[src/rtl/fifo_pkg.sv]
// Shared constants and the status bundle for the register-file FIFO.
// The status struct is reused wherever the six FIFO flags travel together.
package fifo_pkg;

  localparam int DATA_W = 8;

  typedef struct packed {
    logic full;
    logic empty;
    logic almost_full;
    logic almost_empty;
    logic overflow;
    logic underflow;
  } fifo_status_t;

endpackage

[src/rtl/fifo_ctrl_if.sv]
// Request/strobe/status bundle between the producer/consumer side and the FIFO controller.
interface fifo_ctrl_if #(
  parameter int DEPTH  = 8,
  parameter int ADDR_W = $clog2(DEPTH)
);
  import fifo_pkg::*;

  logic              push;
  logic              pop;
  logic              clr;
  logic              wr_en;
  logic [ADDR_W-1:0] wr_addr;
  logic [ADDR_W-1:0] rd_addr;
  logic [ADDR_W:0]   count;
  logic              full;
  logic              empty;
  logic              almost_full;
  logic              almost_empty;
  logic              overflow;
  logic              underflow;

  modport master (
    output push, pop, clr,
    input  wr_en, wr_addr, rd_addr, count,
    input  full, empty, almost_full, almost_empty, overflow, underflow
  );

  modport slave (
    input  push, pop, clr,
    output wr_en, wr_addr, rd_addr, count,
    output full, empty, almost_full, almost_empty, overflow, underflow
  );

endinterface

[src/rtl/fifo_ptr.sv]
// Single wrapping FIFO pointer; the explicit wrap keeps non-power-of-two depths legal.
module fifo_ptr #(
  parameter int DEPTH  = 8,
  parameter int ADDR_W = $clog2(DEPTH)
) (
  input  logic              clk,
  input  logic              rst,
  input  logic              clr_i,
  input  logic              inc_i,
  output logic [ADDR_W-1:0] ptr_o
);

  localparam logic [ADDR_W-1:0] LAST = ADDR_W'(DEPTH - 1);

  logic [ADDR_W-1:0] ptr_q, ptr_d;

  always_comb begin
    ptr_d = ptr_q;
    if (clr_i) begin
      ptr_d = '0;
    end else if (inc_i) begin
      ptr_d = (ptr_q == LAST) ? '0 : ptr_q + ADDR_W'(1);
    end
  end

  always_ff @(posedge clk or posedge rst) begin
    if (rst) begin
      ptr_q <= '0;
    end else begin
      ptr_q <= ptr_d;
    end
  end

  assign ptr_o = ptr_q;

endmodule

[src/rtl/fifo_ctrl.sv]
// Pointer, occupancy and flag controller for a DEPTH-entry register-file FIFO.
// Flags decode the registered count, so they follow the causing edge by one cycle.
module fifo_ctrl
  import fifo_pkg::*;
#(
  parameter int DEPTH    = 8,
  parameter int ADDR_W   = $clog2(DEPTH),
  parameter int AF_LEVEL = DEPTH - 2,
  parameter int AE_LEVEL = 2
) (
  input  logic        clk,
  input  logic        rst,
  fifo_ctrl_if.slave  bus
);

  localparam logic [ADDR_W:0] DEPTH_C = (ADDR_W+1)'(DEPTH);
  localparam logic [ADDR_W:0] AF_C    = (ADDR_W+1)'(AF_LEVEL);
  localparam logic [ADDR_W:0] AE_C    = (ADDR_W+1)'(AE_LEVEL);
  localparam logic [ADDR_W:0] CNT_ONE = (ADDR_W+1)'(1);

  logic [ADDR_W:0]   count_q, count_d;
  logic              ovf_q, ovf_d;
  logic              udf_q, udf_d;
  logic              push_ok, pop_ok;
  logic              wr_inc, rd_inc;
  logic [ADDR_W-1:0] wr_ptr, rd_ptr;
  fifo_status_t      st;

  always_comb begin
    st              = '0;
    st.full         = (count_q == DEPTH_C);
    st.empty        = (count_q == '0);
    st.almost_full  = (count_q >= AF_C);
    st.almost_empty = (count_q <= AE_C);
    st.overflow     = ovf_q;
    st.underflow    = udf_q;
  end

  // A pop frees a slot this cycle, so a push into a full FIFO is accepted alongside it.
  assign push_ok = bus.push & (~st.full | bus.pop);
  assign pop_ok  = bus.pop & ~st.empty;
  assign wr_inc  = push_ok & ~bus.clr;
  assign rd_inc  = pop_ok & ~bus.clr;

  always_comb begin
    count_d = count_q;
    ovf_d   = ovf_q | (bus.push & ~push_ok);
    udf_d   = udf_q | (bus.pop & ~pop_ok);
    if (bus.clr) begin
      count_d = '0;
      ovf_d   = 1'b0;
      udf_d   = 1'b0;
    end else begin
      case ({push_ok, pop_ok})
        2'b10:   count_d = count_q + CNT_ONE;
        2'b01:   count_d = count_q - CNT_ONE;
        default: count_d = count_q;
      endcase
    end
  end

  always_ff @(posedge clk or posedge rst) begin
    if (rst) begin
      count_q <= '0;
      ovf_q   <= 1'b0;
      udf_q   <= 1'b0;
    end else begin
      count_q <= count_d;
      ovf_q   <= ovf_d;
      udf_q   <= udf_d;
    end
  end

  fifo_ptr #(.DEPTH(DEPTH), .ADDR_W(ADDR_W)) u_wr_ptr (
    .clk   (clk),
    .rst   (rst),
    .clr_i (bus.clr),
    .inc_i (wr_inc),
    .ptr_o (wr_ptr)
  );

  fifo_ptr #(.DEPTH(DEPTH), .ADDR_W(ADDR_W)) u_rd_ptr (
    .clk   (clk),
    .rst   (rst),
    .clr_i (bus.clr),
    .inc_i (rd_inc),
    .ptr_o (rd_ptr)
  );

  assign bus.wr_en        = wr_inc;
  assign bus.wr_addr      = wr_ptr;
  assign bus.rd_addr      = rd_ptr;
  assign bus.count        = count_q;
  assign bus.full         = st.full;
  assign bus.empty        = st.empty;
  assign bus.almost_full  = st.almost_full;
  assign bus.almost_empty = st.almost_empty;
  assign bus.overflow     = st.overflow;
  assign bus.underflow    = st.underflow;

  // Occupancy must agree with the pointer distance, with equal pointers meaning 0 or DEPTH.
  a_count_range: assert property (@(posedge clk) disable iff (rst) count_q <= DEPTH_C);
  a_count_ptrs: assert property (@(posedge clk) disable iff (rst)
    ((32'(wr_ptr) + DEPTH - 32'(rd_ptr)) % DEPTH) == (32'(count_q) % DEPTH));

endmodule

[src/flat_wrapper.sv]
// flat-port wrapper written by rule: the top's interface ports become plain ports
module fifo_ctrl_flat import fifo_pkg::*;
#(
  parameter int DEPTH    = 8,
  parameter int ADDR_W   = $clog2(DEPTH),
  parameter int AF_LEVEL = DEPTH - 2,
  parameter int AE_LEVEL = 2
)
  (clk, rst, bus_push, bus_pop, bus_clr, bus_wr_en, bus_wr_addr, bus_rd_addr, bus_count, bus_full, bus_empty, bus_almost_full, bus_almost_empty, bus_overflow, bus_underflow);
  fifo_ctrl_if #(.DEPTH(DEPTH), .ADDR_W(ADDR_W)) bus_i ();
  input  logic clk;
  input  logic rst;
  input wire logic [$bits(bus_i.push)-1:0] bus_push;
  input wire logic [$bits(bus_i.pop)-1:0] bus_pop;
  input wire logic [$bits(bus_i.clr)-1:0] bus_clr;
  output wire logic [$bits(bus_i.wr_en)-1:0] bus_wr_en;
  output wire logic [$bits(bus_i.wr_addr)-1:0] bus_wr_addr;
  output wire logic [$bits(bus_i.rd_addr)-1:0] bus_rd_addr;
  output wire logic [$bits(bus_i.count)-1:0] bus_count;
  output wire logic [$bits(bus_i.full)-1:0] bus_full;
  output wire logic [$bits(bus_i.empty)-1:0] bus_empty;
  output wire logic [$bits(bus_i.almost_full)-1:0] bus_almost_full;
  output wire logic [$bits(bus_i.almost_empty)-1:0] bus_almost_empty;
  output wire logic [$bits(bus_i.overflow)-1:0] bus_overflow;
  output wire logic [$bits(bus_i.underflow)-1:0] bus_underflow;
  assign bus_i.push = bus_push;
  assign bus_i.pop = bus_pop;
  assign bus_i.clr = bus_clr;
  assign bus_wr_en = bus_i.wr_en;
  assign bus_wr_addr = bus_i.wr_addr;
  assign bus_rd_addr = bus_i.rd_addr;
  assign bus_count = bus_i.count;
  assign bus_full = bus_i.full;
  assign bus_empty = bus_i.empty;
  assign bus_almost_full = bus_i.almost_full;
  assign bus_almost_empty = bus_i.almost_empty;
  assign bus_overflow = bus_i.overflow;
  assign bus_underflow = bus_i.underflow;
  fifo_ctrl #(.DEPTH(DEPTH), .ADDR_W(ADDR_W), .AF_LEVEL(AF_LEVEL), .AE_LEVEL(AE_LEVEL)) u_core (.clk(clk), .rst(rst), .bus(bus_i));
endmodule
[config.mk]
export PLATFORM = sky130hd
export DESIGN_NAME = fifo_ctrl_flat
export DESIGN_NICKNAME = d
export VERILOG_FILES = /design/src/rtl/fifo_pkg.sv /design/src/rtl/fifo_ctrl_if.sv /design/src/rtl/fifo_ptr.sv /design/src/rtl/fifo_ctrl.sv /design/src/flat_wrapper.sv
export SDC_FILE = /design/constraint.sdc
export NUM_CORES = 1
export LEC_CHECK = 0
export ABC_AREA = 0
export ABC_CLOCK_PERIOD_IN_PS = 5680
export BUFFER_PORTS_ARGS = -buffer_cell sky130_fd_sc_hd__buf_4
export CAP_MARGIN = 20
export CORE_MARGIN = 2
export CORE_UTILIZATION = 53
export DETAILED_ROUTE_END_ITERATION = 16
export PLACE_DENSITY = 0.9
export SLEW_MARGIN = 20
export SYNTH_ARGS = -nofsm -noshare
export SYNTH_HDL_FRONTEND = slang
export SYNTH_HIERARCHICAL = 1
export SYNTH_SLANG_ARGS = --single-unit
[constraint.sdc]
create_clock -name clk -period 5.68 [get_ports clk]
set_input_delay 0.568 -clock clk [delete_from_list [all_inputs] [get_ports clk]]
set_output_delay 0.568 -clock clk [all_outputs]
set_load 0.02 [all_outputs]
==> results.toml, run 1 <==
[pwr]
leakage_nw = 0.4870
swShare_pct = 45.30
internal_power_uw = 233.8
ir_worst_vdd_mv = 0.3170
combinationalPowerShare_pct = 56.5
p_total_uw = 427.5
p_seq_share_pct = 32.1
clock_power_share_pct = 11.4
switching_power_uw = 193.6
powerDensity_mw_per_mm2 = 453.7

[synth]
syn_nets = 86
synth_area_per_cell_um2 = 10.23
ys_ff_latch = 12
synth.distinct_cells = 27
synth_cells = 74
ys_seq_area_share_pct = 39.67
synth_warnings = 6
syn_area_um2 = 757.0

[clock_tree]
cts_tree = "built"
cts_setup_buffers = 0
clock_path_buffers = 2
hold_buffers = 0
clk_latency_ns = 0.27
clk_pin_slew_ns = 0.07
htree_num_levels = 1
cts.root.buffer_cell = "clkbuf_4"
numCtsBuffers = 3
cts_resized = 0
cts.sinks = 12

[sta]
worst_slack_ns = 3.022
slew_headroom_pct = 59.49
setup_viol = 0
fmax_mhz = 376.3
fin_crit_sh_pct = 46.79
fin_crit_ns = 2.658
finalHoldViolations = 0
holdWs_ns = 0.1723
finalMaxSlewViolations = 0
rsz0062_at_grt = "no"
worst_pin_slew_ns = 0.6021
clock-skew-final_ns = 0.009288
finalSetupTns_ns = 0

[worst_setup_path]
r2r_setup_slack_ns = 3.02
cp_max_fo = 9
cp.required_ns = 5.87
end_kind = "register"
start_kind = "register"
r2r_start = "u_core/bus.count[3]"
critical_path.startpoint = "u_core/bus.count[3]"
crit_arrival_ns = 2.85
critPathKind = "register to register"

[placed_design]
dp_hpwl_um = 1270
placement.io_buffers = 21
place_congestion = 0.7993
place_area_um2 = 919.6
place_ws_ns = 3.081
dp.cells = 107

[grt]
gr-total-overflow = 0
grt_pass1_vias = 594
grt.met3_usage_pct = 7.826
grt_use_met1_pct = 23.74
grt_usage_pct = 20.22
grt_max_degree = 15
antenna_found_initial = 0
top_usage_layer = "met2"
use_met2_pct = 35.00
grt_pass1_wl_um = 2677

[route]
wl_um = 1605
dr.pass1.iters = 4
vias = 622
wl_per_cell_um = 14.59
drc = 0
drtAntennaViolNets = 0
viasPerCell = 5.655
drtIter0Drc = 13

[layout]
final_core_util_pct = 71.51
final_common_cell = "buf_4"
final_cells = 110
antenna_cells = 0
fillers = 97
fin_nets = 109
syn2layout_area_growth_pct = 24.46
layout_common_cells = "buf_4, nor2_1, dfrtp_1, ha_1, mux2i_1"
final_cell_area_um2 = 942.2
drive_gt1_share_pct = 29.47

[die]
die_w_um = 41.79
die_h_um = 41.79
initial_core_util_pct = 57.45
num_rows = 13
die-area_mm2 = 0.001746
core_area_mm2 = 0.001318
io_pins = 22

[outcome]
status = "finished clean"

[run]
drv_cap = 0

[worst_hold_path]
hp-class = "input pin to async pin"
==> synth_stat cells <==
library cell / count / share of area [%]
a21o_1: 1 / 0.99
nor4_1: 1 / 0.83
or3_1: 1 / 0.83
or4b_4: 1 / 1.8
and2_1: 1 / 0.83
mux2i_1: 5 / 6.6
nor2_1: 13 / 6.4
a31oi_1: 2 / 1.7
or2b_1: 1 / 0.99
buf_1: 1 / 0.50
inv_1: 4 / 2.0
dfrtp_1: 12 / 40
a211oi_4: 1 / 2.6
or3b_1: 2 / 2.3
a21oi_2: 2 / 2.3
nor3_1: 2 / 1.3
o311a_1: 1 / 1.3
a21oi_1: 2 / 1.3
nand2b_1: 3 / 2.5
ha_1: 6 / 9.9
nand3_1: 1 / 0.66
fa_1: 1 / 2.6
buf_2: 2 / 1.3
xnor2_1: 3 / 3.5
o22a_1: 1 / 1.2
a211oi_1: 3 / 3.0
o211ai_1: 1 / 0.99
==> layer usage <==
layer | up-vias | wire length [µm]
met5 | - | 0
met4 | 0 | 0
met3 | 0 | 98
met2 | 22 | 827
met1 | 292 | 679
li1 | 308 | -
==> cell families (layout without fill, tap and decap cells) <==
group                      after synthesis  after routing  synth area share (%)
adders and majority gates                7              7                 12.56
buffers and inverters                    7             28                 3.801
DFF                                     12             12                 39.67
and+or+nand+nor                         26             26                 18.51
muxes                                    5              5                 6.612
xor gates and xnor gates                 3              3                 3.472
AOI/OAI and AO/OA                       14             14                 15.37
==> registers in the layout, summed over array words and instances, names as in the netlist <==
register	cells
u_core/bus.count	4
u_core/bus.overflow	1
u_core/bus.underflow	1
u_core/u_wr_ptr/ptr_o	3
u_core/u_rd_ptr/ptr_o	3
==> power by group through the flow <==
stage	Combinational, mW	Sequential [mW]	Clock [mW]
detailed placement	0.240	0.138	0
global route	0.259	0.141	0.0572
floorplan	0.143	0.150	0
finish	0.241	0.137	0.0487
CTS	0.242	0.137	0.0522
global placement	0.235	0.136	0
==> final cells by class <==
cell class / instances / area, µm² / share of cell area, %
clock buffers: 3 / 22.52 / 2.390
inverters: 4 / 15.01 / 1.594
multi-input cells: 55 / 427.9 / 45.42
flip-flops and latches: 12 / 300.3 / 31.87
well taps: 15 / 18.77 / 1.992
repair buffers: 21 / 157.7 / 16.73
==> critical path: stages (launching register included) <==
cell,delay [ns]
dfrtp_1,0.48
nor4_1,0.60
nor2_1,0.19
ha_1,0.34
a211oi_1,0.09
or4b_4,0.54
o22a_1,0.21
a31oi_1,0.13
==> worst paths after layout <==
kind,to,cells past startpoint
setup / recovery,u_core/bus.count[3],7
hold / removal,u_core/u_wr_ptr/ptr_o[0],2
max in group asynchronous,u_core/bus.underflow,2
setup reg to reg,u_core/bus.count[3],7
hold reg to reg,u_core/bus.overflow,2
min in group clk,u_core/bus.overflow,2
No activity file was read; power rests on OpenSTA's default activity.
==> inputs of run 2 (changes only) <==
--- a/config.mk
+++ b/config.mk
@@ -6,13 +6,13 @@
 export NUM_CORES = 1
 export LEC_CHECK = 0
 export ABC_AREA = 0
-export ABC_CLOCK_PERIOD_IN_PS = 5680
+export ABC_CLOCK_PERIOD_IN_PS = 2300
 export BUFFER_PORTS_ARGS = -buffer_cell sky130_fd_sc_hd__buf_4
 export CAP_MARGIN = 20
 export CORE_MARGIN = 2
-export CORE_UTILIZATION = 53
+export CORE_UTILIZATION = 44
 export DETAILED_ROUTE_END_ITERATION = 16
-export PLACE_DENSITY = 0.9
+export PLACE_DENSITY = 0.81
 export SLEW_MARGIN = 20
 export SYNTH_ARGS = -nofsm -noshare
 export SYNTH_HDL_FRONTEND = slang
==> constraint.sdc (replaced) <==
create_clock -name clk -period 2.3 [get_ports clk]
set_input_delay 0.23 -clock clk [delete_from_list [all_inputs] [get_ports clk]]
set_output_delay 0.23 -clock clk [all_outputs]
set_load 0.02 [all_outputs]
==> run 2 against run 1 <==
Final cell count rose by 8.2%. Non-clock buffer count rose by 7. Clock power rose to 2.8 times the previous value. Die area rose by 18%. Via count rose by 6.8%. Clock skew fell by 0.0033 ns. Total power rose to 2.9 times the previous value. Register-to-register slack got worse by 2.9 ns. Critical path type unchanged. Largest power group unchanged.
==> results.toml, run 2 (synthesis results as in run 1) <==
[clock_tree]
cts_tree = "built"
cts.sinks = 12
clk_pin_slew_ns = 0.07
numCtsBuffers = 3
htree_num_levels = 1
clk_latency_ns = 0.27
cts.root.buffer_cell = "clkbuf_4"
clock_path_buffers = 2

[sta]
setup_viol = 0
fin_crit_ns = 2.156
holdWs_ns = 0.2075
rsz0062_at_grt = "no"
fmax_mhz = 463.8
finalHoldViolations = 0
finalMaxSlewViolations = 0
worst_pin_slew_ns = 0.5318
fin_crit_sh_pct = 93.74
clock-skew-final_ns = 0.005947
worst_slack_ns = 0.1439
slew_headroom_pct = 64.27

[worst_setup_path]
crit_arrival_ns = 2.36
end_kind = "register"
critical_path.startpoint = "u_core/bus.count[1]"
rr_worst_depth = 7
r2r_end = "u_core/bus.count[3]"
critPathMaxStageDelay_ns = 0.52
worstSetupPathDepth = 7
path_cells = "nor4_4 -> nor2_2 -> ha_1 -> a211oi_1 -> or4b_4 -> o22a_1 -> a31oi_1"
cp_max_fo = 3
r2r_start = "u_core/bus.count[1]"
cpLargestDelayFamily = "simple AND/OR/NAND/NOR gates"
critPathKind = "register to register"
start_kind = "register"
cp.buffers_inverters = 0
crit_slowest_cell = "or4b_4"
cp.required_ns = 2.50
r2r_setup_slack_ns = 0.14
crit_path_end = "u_core/bus.count[3]"

[outcome]
status = "finished clean"

[layout]
final_common_cell = "buf_4"
fin_nets = 116
final_cell_area_mm2 = 0.001023
largest_reg_flops = 4
layout_common_cells = "buf_4, nor2_1, dfrtp_1, ha_1, mux2i_1"
syn2layout_area_growth_pct = 35.21
antenna_cells = 0
drive_gt1_share_pct = 37.86

[pwr]
ir_worst_vdd_mv = 0.6851
powerDensity_mw_per_mm2 = 1194
p_total_mw = 1.222
leakage_nw = 0.5227

[grt]
grt_pass1_vias = 677
antenna_found_initial = 0
grt_max_degree = 15
grt_usage_pct = 20.50
gr-total-overflow = 0
grt_pass1_wl_um = 2953

[route]
drtIter0Drc = 8
drtAntennaViolNets = 0
wl_per_cell_um = 14.28
dr.pass1.iters = 4
vias = 664
wl_um = 1699
drc = 0
viasPerCell = 5.580

[die]
die_h_um = 45.48
core_area_mm2 = 0.001559
die_w_um = 45.48
num_rows = 14
die-area_mm2 = 0.002068
initial_core_util_pct = 48.56
io_pins = 22

[placed_design]
place_congestion = 0.8027
place_ws_ns = 0.1189
placement.io_buffers = 21
place_area_um2 = 979.7
dp_hpwl_um = 1312

[run]
drv_cap = 0

[worst_hold_path]
hp-class = "input pin to register"
run 2: cell count changes in the layout (fill, tap and decap cells not counted):
| cell | before | now |
|---|---|---|
| nor4_4 | 0 | 1 |
| clkbuf_1 | 0 | 1 |
| dfrtp_1 | 12 | 9 |
| nor2_2 | 0 | 1 |
| buf_4 | 21 | 27 |
| dfrtp_2 | 0 | 3 |
| dlygate4sd3_1 | 0 | 1 |
| nor2_1 | 13 | 12 |
| nor4_1 | 1 | 0 |
run 2: area by class of cell:
cell class                 count  area, µm²
fill                         124      535.5
inverter                       4      15.01
timing repair buffer          28      212.7
tap                           16      20.02
multi-input combinational     55      445.4
clock buffer                   4      26.28
sequential                    12      304.0
run 2: report_power, final:
part,total (mW),switching (mW),leakage [nW],internal (mW)
sequential,0.301,0.0422,0.159,0.259
combinational,0.785,0.420,0.349,0.366
clock,0.136,0.0686,0.0150,0.0673
run 2: timing repair:
item                                   CTS  global route
setup endpoints to repair                0             1
gates resized for setup                  0             0
hold buffers                             1             0
endpoints found under the hold margin   12             0
setup buffers                            0             1
run 2: worst reg2reg max path, cell delays in order, from the launching register on:
cell and delay, ns:
dfrtp_2 0.43, nor4_4 0.34, nor2_2 0.10, ha_1 0.29
a211oi_1 0.09, or4b_4 0.52, o22a_1 0.21, a31oi_1 0.12
run 2: how the worst min path moves through the flow:
stage / startpoint / endpoint / slack (ns) / cells past startpoint
after floorplan: rst / u_core/u_rd_ptr/ptr_o[0] / -0.02 / 1
after global placement: rst / u_core/u_rd_ptr/ptr_o[1] / 0.13 / 2
after detailed placement: rst / u_core/u_wr_ptr/ptr_o[0] / 0.13 / 2
after CTS: bus_clr / u_core/u_wr_ptr/ptr_o[0] / 0.20 / 2
after global routing: bus_clr / u_core/u_rd_ptr/ptr_o[0] / 0.21 / 2
final: bus_clr / u_core/u_wr_ptr/ptr_o[0] / 0.21 / 2
run 2: stage by stage:
step | setup TNS [ns] | cells | util (%)
floorplan | -0.05963 | 74 | -
global placement | 0 | 113 | 62.84
detailed placement | 0 | 113 | 62.84
CTS | 0 | 118 | 65.17
global route | 0 | 119 | 65.65
finish | 0 | 119 | 65.65
run 2: layer usage:
layer  vias to the layer above  share of wire (%)  global-route usage (%)
li1                        321                  -                       -
met1                       321                 45                   24.87
met2                        17                 47                   32.39
met3                         5                6.1                   7.143
met4                         0                1.4                   9.412
met5                         -                  0                       0
